--- src/rtl/pico_fifo_pkg.sv ---
// Shared definitions for the parametrised PicoBlaze FIFO: read-mode
// encoding, default almost-full/almost-empty settings and the helper
// that sizes the occupancy counter.
package pico_fifo_pkg;

  // Read-port behaviour of the FIFO.
  typedef enum logic {
    FIFO_STD  = 1'b0,  // registered read, data one cycle after rd_en
    FIFO_FWFT = 1'b1   // head entry always presented on dout
  } fifo_mode_e;

  // almost_empty default: asserted at or below this many entries.
  localparam int AE_THRESH_DEF = 2;
  // almost_full default: asserted this many entries below full.
  localparam int AF_MARGIN_DEF = 2;

  // Bits needed to hold an occupancy of 0..depth inclusive.
  function automatic int clog2_cnt(input int depth);
    return $clog2(depth + 1);
  endfunction

endpackage

--- src/rtl/pico_fifo_ram.sv ---
// Simple dual-port storage for the FIFO: one synchronous write port and
// one synchronous read port. The array itself is not reset; only the read
// data register is, so the FIFO output is clean coming out of reset.
module pico_fifo_ram #(
  parameter int WIDTH = 8,
  parameter int DEPTH = 16
) (
  input  logic                       clk,
  input  logic                       rst_n,
  input  logic                       wr_en,
  input  logic [$clog2(DEPTH)-1:0]   wr_addr,
  input  logic [WIDTH-1:0]           wr_data,
  input  logic                       rd_en,
  input  logic [$clog2(DEPTH)-1:0]   rd_addr,
  output logic [WIDTH-1:0]           rd_data
);

  logic [WIDTH-1:0] mem [DEPTH];

  // Write port: store the word at wr_addr.
  always_ff @(posedge clk) begin
    if (wr_en) mem[wr_addr] <= wr_data;
  end

  // Read port: capture mem[rd_addr]; holds its value when not enabled.
  always_ff @(posedge clk or negedge rst_n) begin
    if (!rst_n)     rd_data <= '0;
    else if (rd_en) rd_data <= mem[rd_addr];
  end

endmodule

--- src/rtl/pico_fifo_param.sv ---
// Parametrised single-channel FIFO between a producer and a consumer
// PicoBlaze. Provides standard or first-word-fall-through reads, an
// occupancy count, programmable almost flags, synchronous flush and
// sticky overflow/underflow indications.
//
// Handshake: a write happens on a rising edge when wr_en is high and the
// FIFO is not full (full acts as the inverse of ready); a read happens
// when rd_en is high and the FIFO is not empty. flush overrides both.
// Requests made against full/empty are dropped and flagged as
// overflow/underflow; they never stall or alter the contents.
module pico_fifo_param
  import pico_fifo_pkg::*;
#(
  parameter int WIDTH     = 8,
  parameter int DEPTH     = 16,
  parameter int FWFT      = 0,
  parameter int AF_THRESH = DEPTH - AF_MARGIN_DEF,
  parameter int AE_THRESH = AE_THRESH_DEF
) (
  input  logic                          clk,
  input  logic                          rst_n,
  input  logic                          wr_en,
  input  logic [WIDTH-1:0]              din,
  input  logic                          rd_en,
  output logic [WIDTH-1:0]              dout,
  output logic                          dout_valid,
  output logic                          full,
  output logic                          empty,
  output logic                          almost_full,
  output logic                          almost_empty,
  output logic [clog2_cnt(DEPTH)-1:0]   count,
  input  logic                          flush,
  output logic                          overflow,
  output logic                          underflow,
  input  logic                          clr_err
);

  localparam int         AW      = $clog2(DEPTH);
  localparam int         CW      = clog2_cnt(DEPTH);
  localparam fifo_mode_e MODE    = (FWFT != 0) ? FIFO_FWFT : FIFO_STD;
  localparam logic [CW-1:0] DEPTH_C = CW'(DEPTH);
  localparam logic [CW-1:0] AF_C    = CW'(AF_THRESH);
  localparam logic [CW-1:0] AE_C    = CW'(AE_THRESH);

  logic [AW-1:0]    wr_ptr_q, rd_ptr_q, wr_ptr_nx, rd_ptr_nx;
  logic [CW-1:0]    count_q, count_nx;
  logic             full_q, empty_q, af_q, ae_q;
  logic             ovf_q, unf_q;
  logic             dv_q;
  logic             byp_sel_q;
  logic [WIDTH-1:0] byp_data_q;
  logic             wr_accept, rd_accept;
  logic             ram_rd_en;
  logic [AW-1:0]    ram_rd_addr;
  logic [WIDTH-1:0] ram_rd_data;
  logic [WIDTH-1:0] head;

  assign wr_accept = wr_en && !full_q  && !flush;
  assign rd_accept = rd_en && !empty_q && !flush;

  // Next pointers and occupancy; flush returns everything to the origin.
  always_comb begin
    wr_ptr_nx = wr_ptr_q;
    rd_ptr_nx = rd_ptr_q;
    count_nx  = count_q;
    if (flush) begin
      wr_ptr_nx = '0;
      rd_ptr_nx = '0;
      count_nx  = '0;
    end else begin
      if (wr_accept) wr_ptr_nx = wr_ptr_q + AW'(1);
      if (rd_accept) rd_ptr_nx = rd_ptr_q + AW'(1);
      if (wr_accept && !rd_accept)      count_nx = count_q + CW'(1);
      else if (!wr_accept && rd_accept) count_nx = count_q - CW'(1);
    end
  end

  // Pointer, count and flag registers; flags come from the next count so
  // they change on the same edge as count.
  always_ff @(posedge clk or negedge rst_n) begin
    if (!rst_n) begin
      wr_ptr_q <= '0;
      rd_ptr_q <= '0;
      count_q  <= '0;
      full_q   <= 1'b0;
      empty_q  <= 1'b1;
      af_q     <= 1'b0;
      ae_q     <= 1'b1;
    end else begin
      wr_ptr_q <= wr_ptr_nx;
      rd_ptr_q <= rd_ptr_nx;
      count_q  <= count_nx;
      full_q   <= (count_nx == DEPTH_C);
      empty_q  <= (count_nx == '0);
      af_q     <= (count_nx >= AF_C);
      ae_q     <= (count_nx <= AE_C);
    end
  end

  // Sticky error flags; a new error in the same cycle beats clr_err.
  always_ff @(posedge clk or negedge rst_n) begin
    if (!rst_n) begin
      ovf_q <= 1'b0;
      unf_q <= 1'b0;
    end else begin
      if (wr_en && full_q && !flush) ovf_q <= 1'b1;
      else if (clr_err)              ovf_q <= 1'b0;
      if (rd_en && empty_q && !flush) unf_q <= 1'b1;
      else if (clr_err)               unf_q <= 1'b0;
    end
  end

  // Output staging: dout_valid for standard reads, and a bypass for FWFT
  // when the word being written is the one that becomes the head (the
  // RAM read port would otherwise return the stale entry at that address).
  always_ff @(posedge clk or negedge rst_n) begin
    if (!rst_n) begin
      dv_q       <= 1'b0;
      byp_sel_q  <= 1'b0;
      byp_data_q <= '0;
    end else begin
      dv_q      <= rd_accept;
      byp_sel_q <= wr_accept && (wr_ptr_q == rd_ptr_nx);
      if (wr_accept) byp_data_q <= din;
    end
  end

  // Standard mode reads only on an accepted pop; FWFT keeps prefetching
  // whatever will be the head after this edge.
  assign ram_rd_en   = (MODE == FIFO_FWFT) ? 1'b1      : rd_accept;
  assign ram_rd_addr = (MODE == FIFO_FWFT) ? rd_ptr_nx : rd_ptr_q;

  pico_fifo_ram #(
    .WIDTH (WIDTH),
    .DEPTH (DEPTH)
  ) u_ram (
    .clk     (clk),
    .rst_n   (rst_n),
    .wr_en   (wr_accept),
    .wr_addr (wr_ptr_q),
    .wr_data (din),
    .rd_en   (ram_rd_en),
    .rd_addr (ram_rd_addr),
    .rd_data (ram_rd_data)
  );

  assign head = byp_sel_q ? byp_data_q : ram_rd_data;

  assign dout         = (MODE == FIFO_FWFT) ? (empty_q ? '0 : head) : ram_rd_data;
  assign dout_valid   = (MODE == FIFO_FWFT) ? !empty_q : dv_q;
  assign full         = full_q;
  assign empty        = empty_q;
  assign almost_full  = af_q;
  assign almost_empty = ae_q;
  assign count        = count_q;
  assign overflow     = ovf_q;
  assign underflow    = unf_q;

endmodule

--- config.mk ---
export PLATFORM = sky130hd
export DESIGN_NAME = pico_fifo_param
export DESIGN_NICKNAME = d
export VERILOG_FILES = /design/src/rtl/pico_fifo_pkg.sv /design/src/rtl/pico_fifo_ram.sv /design/src/rtl/pico_fifo_param.sv
export SDC_FILE = /design/constraint.sdc
export NUM_CORES = 1
export LEC_CHECK = 0
export CAP_MARGIN = 30
export CORE_ASPECT_RATIO = 1.5
export CORE_UTILIZATION = 51
export CTS_CLUSTER_DIAMETER = 200
export CTS_CLUSTER_SIZE = 16
export DETAILED_ROUTE_END_ITERATION = 12
export PLACE_DENSITY_LB_ADDON = 0.25
export SYNTH_ARGS = -nofsm -noshare
export SYNTH_HDL_FRONTEND = slang
export SYNTH_SLANG_ARGS = --single-unit
--- constraint.sdc ---
create_clock -name clk -period 2 [get_ports clk]
set_clock_uncertainty 0.05 [all_clocks]
set_input_delay 0.2 -clock clk [delete_from_list [all_inputs] [get_ports clk]]
set_output_delay 0.2 -clock clk [all_outputs]
set_load 0.02 [all_outputs]
==> results.ini, run 1 <==
[clock_tree]
cts_hold_buf = 0
clkLatencyLatePin_ps = 420
cts_buffer_depth = 2
h-tree-depth = 4
path_clk_slew_ps = 60
cts_buffers = 17
clock_sinks = 156
cts_tree = done
cts_root_buffer = clkbuf_16

[cells_and_area]
syn_to_final_growth_pct = 21.1
final_area_mm2 = 0.00765
final_layout_size_suffix_gt1_share_pct = 27.8
antenna_cells = 0
nets = 436

[floorplanning]
die_x_um = 92.9
die_h_um = 138
dieArea_mm2 = 0.0128
core-area_mm2 = 0.0120
ios = 34
initial_core_util_pct = 52.6
core.rowCount = 49

[worst_setup_path]
crit_chain = clkdlybuf4s50_1
crit_start = count[2]
critical_path_class = reg -> out
path_buf_inv = 1
critPathMaxFanout = 7
reg2reg_to = almost_full
crit_cells = 1
timing.rr.start = count[1]
slowest_stage = clkdlybuf4s50_1
start_kind = flop
max_stage_delay_ps = 670
crit_arrival_ps = 1640
setup.worst_path.end_class = output pin
crit_required_ps = 1750
worst-r2r-setup-slack_ps = 110
reg2regPathDepth = 8
cp_top_family = buffers and inverters
crit_path_end = count[2]

[routing]
num_vias = 3331
wire_per_inst_um = 22.1
ant_nets = 0
drc = 0
drt-total-wl_mm = 12.9
drtPass1Iterations = 4
viasPerCell = 5.73
dr.first_iter.drc_count = 149

[logic_synthesis]
yosysWarnings = 0
seq_area_frac_synth_pct = 72.0
synthTopCellsByCount = edfxtp_1, mux4_2, dfrtp_1, nor2_1, nand2_1
postSynthAreaPerCell_um2 = 18.7
syn_nets = 359
yosys_register_bits = 156
syn-instance-count = 338
yosysMostFrequentCell = edfxtp_1
synth_top_cell_area_share_pct = 60.8
async_reset_ff_share_pct = 17.9
yosysTopAreaCell = edfxtp_1
synth_ff_type = edfxtp_1
synth.distinct_cells = 45
synth_edf_count = 128
syn_area_mm2 = 0.00632
synthTopCellsByArea = edfxtp_1, mux4_2, dfrtp_1

[sta]
setup_tns_ps = 0
period_share_pct = 94.5
setup_viol = 0
min_period_ps = 1890
finalMaxSlewViolations = 0
rsz0062_at_grt = no
timing.slew.headroom_pct = 60.6
fmax_ghz = 0.529
hold_violations = 0
worst_pin_slew_ps = 588

[placed_design]
dpl.hpwl_mm = 8.32
gp_congestion = 0.811
place_area_mm2 = 0.00705
portBuffers = 33

[global_routing]
grt_max_degree = 36
grt_usage_pct = 21.8
grt_overflow = 0
grt_pass1_vias = 3523
grt_first_pass_wirelength_mm = 19.8
grt_antenna_before_repair = 0

[power_and_ir_drop]
power.density_mw_per_mm2 = 1130
total_power_w = 0.00865
p_leak_nw = 2.60
ir_drop_mv = 0.747

[hold_path]
hold_path.class = in -> async

[flow_run]
cap_viol_max_count = 0

[outcome]
outcome = completed

==> layer usage <==
layer	up-vias	global-route usage, %	wire (um)
met1	1698	25.9	4820
met3	29	4.90	620
li1	1491	-	-
met5	-	0	0
met4	0	11.1	454
met2	113	36.9	6970
==> flip-flops by register name, indices dropped and copies added (netlist names), 4 cells and up <==
register / count
count: 5
ram_rd_addr: 4
u_ram.mem: 128
u_ram.rd_data: 8
wr_ptr_q: 4
==> worst min path at each step <==
stage / endpoint / slack, ps / depth (start not counted)
after detailed placement: u_ram.rd_data[1] / 430 / 2
after global routing: full / 130 / 2
after CTS: almost_full / 120 / 2
after floorplan: almost_full / -150 / 0
final: count[3] / 120 / 2
after global placement: u_ram.rd_data[1] / 440 / 2
==> power by group <==
| part | internal [W] | leakage, nW | switching, W |
|---|---|---|---|
| clock | 0.00183 | 0.268 | 0.00125 |
| combinational | 0.000863 | 0.820 | 0.000846 |
| sequential | 0.00370 | 1.52 | 0.000152 |
==> per-stage QoR <==
step                      hold WS (ps)  std cells  setup WS (ps)  util [%]
after floorplan                   -146        338            153         -
after global placement             436        545          -19.2      58.7
after detailed placement           430        545           -101      58.7
after CTS                          120        577           76.2      63.4
after global routing               131        581           40.8      63.7
final                              115        581            111      63.7
==> area by class of cell <==
| cell class | count | area, um2 |
|---|---|---|
| clock buffer | 18 | 429 |
| clock inverter | 14 | 143 |
| fill | 877 | 4370 |
| inverter | 8 | 30.0 |
| multi-input combinational | 159 | 1650 |
| sequential | 156 | 4550 |
| tap | 153 | 191 |
| timing repair buffer | 73 | 656 |
==> cell usage in the layout (no fill, tap or decap), types with 3 or more instances in the layout <==
cell and count:
inv_6 3, inv_1 8, dfrtp_1 24, buf_4 38, edfxtp_1 128, nor2_1 24, a21oi_1 3, ha_1 7
clkinvlp_4 4, xnor2_1 3, o221ai_1 8, xor2_1 4, nand2_1 23, clkbuf_16 17, mux2i_1 16, mux4_2 32
nor3_1 3, nand3_1 4, or3_1 3, clkdlybuf4s50_1 33
==> kinds of logic (layout without fill, tap and decap cells) <==
group	count (synthesis)	in the layout	share of synthesized area, %
buf+inv	23	113	1.86
compound gates	23	23	3.09
xor+xnor	7	7	0.971
simple gates	72	72	6.32
flops	156	156	72.0
fa+ha+maj	7	7	1.39
mux	50	50	14.4
==> timing repair <==
action | CTS | global route
gates resized for setup | 0 | 1
setup endpoints to repair | 0 | 1
setup buffers | 0 | 4
No activity file was read; power rests on OpenSTA's default activity.
==> run 2, diff against run 1 <==
--- a/config.mk
+++ b/config.mk
@@ -5,12 +5,12 @@
 export SDC_FILE = /design/constraint.sdc
 export NUM_CORES = 1
 export LEC_CHECK = 0
-export CAP_MARGIN = 30
 export CORE_ASPECT_RATIO = 1.5
 export CORE_UTILIZATION = 51
 export CTS_CLUSTER_DIAMETER = 200
 export CTS_CLUSTER_SIZE = 16
 export DETAILED_ROUTE_END_ITERATION = 12
+export HOLD_SLACK_MARGIN = 0.03
 export PLACE_DENSITY_LB_ADDON = 0.25
 export SYNTH_ARGS = -nofsm -noshare
 export SYNTH_HDL_FRONTEND = slang
==> constraint.sdc (replaced) <==
create_clock -name clk -period 2.4 [get_ports clk]
set_clock_uncertainty 0.05 [all_clocks]
set_input_delay 0.24 -clock clk [delete_from_list [all_inputs] [get_ports clk]]
set_output_delay 0.24 -clock clk [all_outputs]
set_load 0.02 [all_outputs]
==> results.ini, run 2 (synthesized netlist as in run 1, its figures left out) <==
[worst_setup_path]
start_kind = flop
critPathMaxFanout = 13  ; +6
crit_arrival_ps = 2240  ; +600 ps
reg2reg_to = almost_empty
setup.worst_path.end_class = flop
timing.rr.start = full
reg2regPathDepth = 5  ; -3
critical_path_class = reg -> reg
worst-r2r-setup-slack_ps = 420  ; +310 ps
crit_required_ps = 2670  ; +920 ps

[routing]
dr.first_iter.drc_count = 204  ; +37%
drt-total-wl_mm = 12.9  ; +0.12%
drc = 0  ; unchanged
viasPerCell = 5.82  ; +1.6%
num_vias = 3285  ; -1.4%
wire_per_inst_um = 22.8  ; +3.1%
ant_nets = 0  ; unchanged
drtPass1Iterations = 5  ; +1

[global_routing]
grt_pass1_vias = 3464  ; -1.7%
grt_overflow = 0  ; unchanged
grt_antenna_before_repair = 0  ; unchanged
grt_usage_pct = 22.1  ; +0.25 points
grt_max_degree = 36  ; unchanged
grt_first_pass_wirelength_mm = 20.0  ; +1.4%

[cells_and_area]
most-common-layout-cells = edfxtp_1, clkdlybuf4s50_1, mux4_2, dfrtp_1, nor2_1
fin_cells = 564  ; -2.9%
register_area_mm2 = 0.00455  ; about the same
nets = 419  ; -3.9%
syn_to_final_growth_pct = 19.8
registers.top_by_ff_count = u_ram.mem
nFillCells = 869  ; -0.91%
layout_commonest_cell = edfxtp_1
antenna_cells = 0  ; unchanged
final_layout_size_suffix_gt1_share_pct = 24.6  ; -3.2 points
multiInputGateArea_mm2 = 0.00165  ; unchanged
largest_reg_flops = 128  ; unchanged

[clock_tree]
clock_sinks = 156  ; unchanged
cts_resized = 0  ; unchanged
clkLatencyLatePin_ps = 420  ; about the same
cts_hold_buf = 0  ; unchanged
cts_buffers = 17  ; unchanged
path_clk_slew_ps = 60  ; about the same
postCtsSetupRepairBufs = 0  ; unchanged
cts_buffer_depth = 2  ; unchanged
cts_root_buffer = clkbuf_16
cts_tree = done
h-tree-depth = 4  ; unchanged

[placed_design]
portBuffers = 33  ; unchanged
dpl.hpwl_mm = 8.14  ; -2.1%
dp.cells = 532  ; -2.4%
gp_congestion = 0.919  ; +13%

[sta]
hold_violations = 0  ; unchanged
finalMaxSlewViolations = 0  ; unchanged
min_period_ps = 1980
fmax_ghz = 0.506
timing.slew.headroom_pct = 61.3  ; +0.62 points
worst_pin_slew_ps = 579  ; -9.29 ps
rsz0062_at_grt = no
setup_viol = 0  ; unchanged
period_share_pct = 82.3
holdWs_ps = 167  ; +52.1 ps
setup_tns_ps = 0  ; unchanged

[floorplanning]
die_x_um = 92.9  ; unchanged
dieArea_mm2 = 0.0128  ; unchanged
initial_core_util_pct = 52.6  ; unchanged
core-area_mm2 = 0.0120  ; unchanged
ios = 34  ; unchanged
core.rowCount = 49  ; unchanged
die_h_um = 138  ; unchanged

[power_and_ir_drop]
net-switching-power_w = 0.00186  ; -17%
combPwrFrac_pct = 18.0  ; -1.8 points
p_leak_nw = 2.55  ; -2.1%
p_int_w = 0.00547  ; -14%
ir_drop_mv = 0.556  ; -26%
seqPwrFrac_pct = 44.0  ; -0.5 points
power.density_mw_per_mm2 = 969  ; -14%
clockPowerShare_pct = 37.9  ; +2.2 points
power.share.switching_pct = 25.4  ; -0.63 points
total_power_w = 0.00733  ; -15%

[flow_run]
cap_viol_max_count = 0  ; unchanged

[outcome]
outcome = completed

[hold_path]
hold_path.class = in -> async

-- run 2: per-stage QoR --
stage               instance area, um2  setup WS, ps  util, %
finish                            7570           425     63.0
global route                      7570           231     63.0
CTS                               7570           386     63.0
detailed placement                6950           184     57.8
global placement                  6950           215     57.8
floorplan                         6320           553        -
-- run 2: routing by layer --
layer  track usage (%)  vias to the layer above  part of all wire, %
met5                 0                        -                    0
met4              9.55                        0                  2.2
met3              5.06                       14                  5.0
met2              38.2                      121                   55
met1              26.0                     1698                   38
li1                  -                     1452                    -
-- run 2: worst max path at each step --
stage	slack [ps]	cells past startpoint	start	endpoint
after floorplan	550	7	count[0]	almost_empty
after global placement	210	6	wr_en	almost_empty
after detailed placement	180	6	wr_en	almost_empty
after CTS	390	5	full	almost_empty
after global routing	230	5	full	empty
final	420	5	full	almost_empty
-- run 2: power groups by stage --
stage	clock, W	sequential, W	combinational (W)
after global placement	0	0.00328	0.00131
final	0.00278	0.00323	0.00132
after floorplan	0	0.00337	0.000743
after detailed placement	0	0.00328	0.00134
after CTS	0.00283	0.00323	0.00134
after global routing	0.00293	0.00324	0.00144
-- run 2: area by class of cell --
class	instances	area share (%)
inverters	8	0.397
well taps	153	2.53
clock inverters	15	2.58
multi-input cells	159	21.8
repair buffers	56	6.97
clock buffers	17	5.62
flip-flops and latches	156	60.1
-- run 2: worst max-delay path: stages, from the launching register on --
cell       delay, ps
dfrtp_1          420
and2b_2          350
nand2_2          170
a2bb2oi_1        250
mux2_4           360
a2111oi_2        280
==> patch, RTL diff (flow settings as in run 1) <==
The parameter `FWFT` goes from 0 to 1.
--- a/src/rtl/pico_fifo_param.sv
+++ b/src/rtl/pico_fifo_param.sv
@@ -14,5 +14,5 @@
   parameter int WIDTH     = 8,
   parameter int DEPTH     = 16,
-  parameter int FWFT      = 0,
+  parameter int FWFT      = 1,
   parameter int AF_THRESH = DEPTH - AF_MARGIN_DEF,
   parameter int AE_THRESH = AE_THRESH_DEF
Check against the original RTL: not equivalent (a bounded check fails within 4 cycles, from zero or initial values and one cycle with rst_n low).
==> patch against run 1 <==
Sequential cell count grew 8; setup slack lost 0.78 ns; die area grew 14%; synthesized area grew 15%; power grew 3.6%; critical endpoint is now u_ram.rd_data[1]$_DFF_PN0_; cell count grew 40%; largest cell class unchanged; synthesized cell count grew 52%; highest routed layer is now met5; the run now ends with negative setup slack left; maximum frequency shrank 29%; design area grew 31%; global-route usage grew 6.7 points; sequential share of layout area shrank 12 points; critical path type is now flip-flop to flip-flop; routed wire length grew 60%.
==> patch: results (changes against run 1) <==
run_status:
  violations: "negative setup slack"
  status: "complete, but fails checks"
synth:
  synth_area_leaders: "edfxtp_1 (53%), dfrtp_1 (12%), a211oi_1 (5.8%)"
  synth_cells: 515  # +52%
  synth_nets: 536  # +49%
  synth_cell_types: 48  # +6.7%
  async_flop_share_pct: 22.0  # +4.0 points
  yosys-top-cells-count: "edfxtp_1 (128), a211oi_1 (56), inv_1 (41)"
timing:
  setup_viol: 28  # +28
  fin_setup_tns_ns: -6.18  # -6.18 ns
  finalWorstSetupSlack_ns: -0.666  # -0.777 ns
  tightestPinTransition_ns: 0.816  # +0.228 ns
global_routing:
  grt_pass1_wl_um: 30200  # +53%
  grt.total_usage_pct: 28.5  # +6.7 points
  antenna_found_initial: 2  # +2
  grt_start_max_net_pins: 37  # +2.8%
  grt_pass1_vias: 5183  # +47%
detailed_routing:
  viasPerCell: 6.42  # +12%
  vias: 5214  # +57%
  wl_per_cell_um: 25.4  # +15%
  dr.pass1.iters: 5  # +1
placed_design:
  gp_congestion: 0.877  # +8.1%
  post-dp-hpwl_um: 12300  # +48%
  dp_cells: 749  # +37%
worst_setup_path:
  timing.rr.end: "u_ram.rd_data[1]$_DFF_PN0_"
  crit_start: "rd_ptr_q[0]$_DFF_PN0_"
  slowest_delay_ns: 0.53  # -0.14 ns
  cp.arrival_ns: 2.91  # +1.27 ns
finish:
  drive_above_1_share_pct: 35.8  # +8.0 points
  nets: 655  # +50%
worst_hold_path:
  hold_path.class: "input pin to flip-flop"
power:
  ir_drop_uv: 560  # -25%
-- patch: cell type report --
type / count / area [sq um]
diodes: 1 / 2.50
clock buffers: 17 / 425
clock inverters: 14 / 145
fillers: 809 / 3870
inverters: 42 / 158
multi-input cells: 273 / 3000
flip-flops and latches: 164 / 4750
well taps: 165 / 206
repair buffers: 136 / 1380
-- patch: stage by stage --
stage          setup slack (ns)  hold slack (ns)  cell area (sq um)  util, %
2_1_floorplan            -0.411           -0.146               7740        -
4_1_cts                  -0.579            0.277               9970     71.6
6_report                 -0.666            0.305              10100     72.2
3_3_place_gp              -1.04            0.283               8730     62.7
3_5_place_dp              -1.07            0.292               8730     62.7
5_1_grt                  -0.696            0.291              10100     72.2
-- patch: per-layer routing --
metal  share of wire [%]  vias up  GRT usage (%)
met3                 7.0       76           6.67
met5                0.14        -              0
li1                    -     2246              -
met4                 4.3        4           13.2
met2                  51      263           49.3
met1                  38     2625           33.4
-- patch: where the power goes --
group | switching (W) | internal, W | leakage, nW
registers | 0.0000798 | 0.00381 | 1.61
clock network | 0.00140 | 0.00175 | 0.281
logic | 0.00106 | 0.000872 | 1.64
-- patch: kinds of logic after synthesis --
kind of cell | count (synthesis) | share of synthesized area (%)
compound gates | 119 | 13.2
fa+ha+maj | 7 | 1.21
xor+xnor | 13 | 1.57
flops | 164 | 65.5
simple gates | 83 | 6.48
mux | 49 | 6.92
buf+inv | 80 | 5.13
-- patch: what timing repair did --
action                                  4_1_cts  5_1_grt
resized for setup                           103       17
pin swaps                                    56        9
hold buffers                                  1        0
setup buffers                                21        4
endpoints found under the setup margin       23       62
cloned                                        7        0
hold endpoints to repair                     34        0
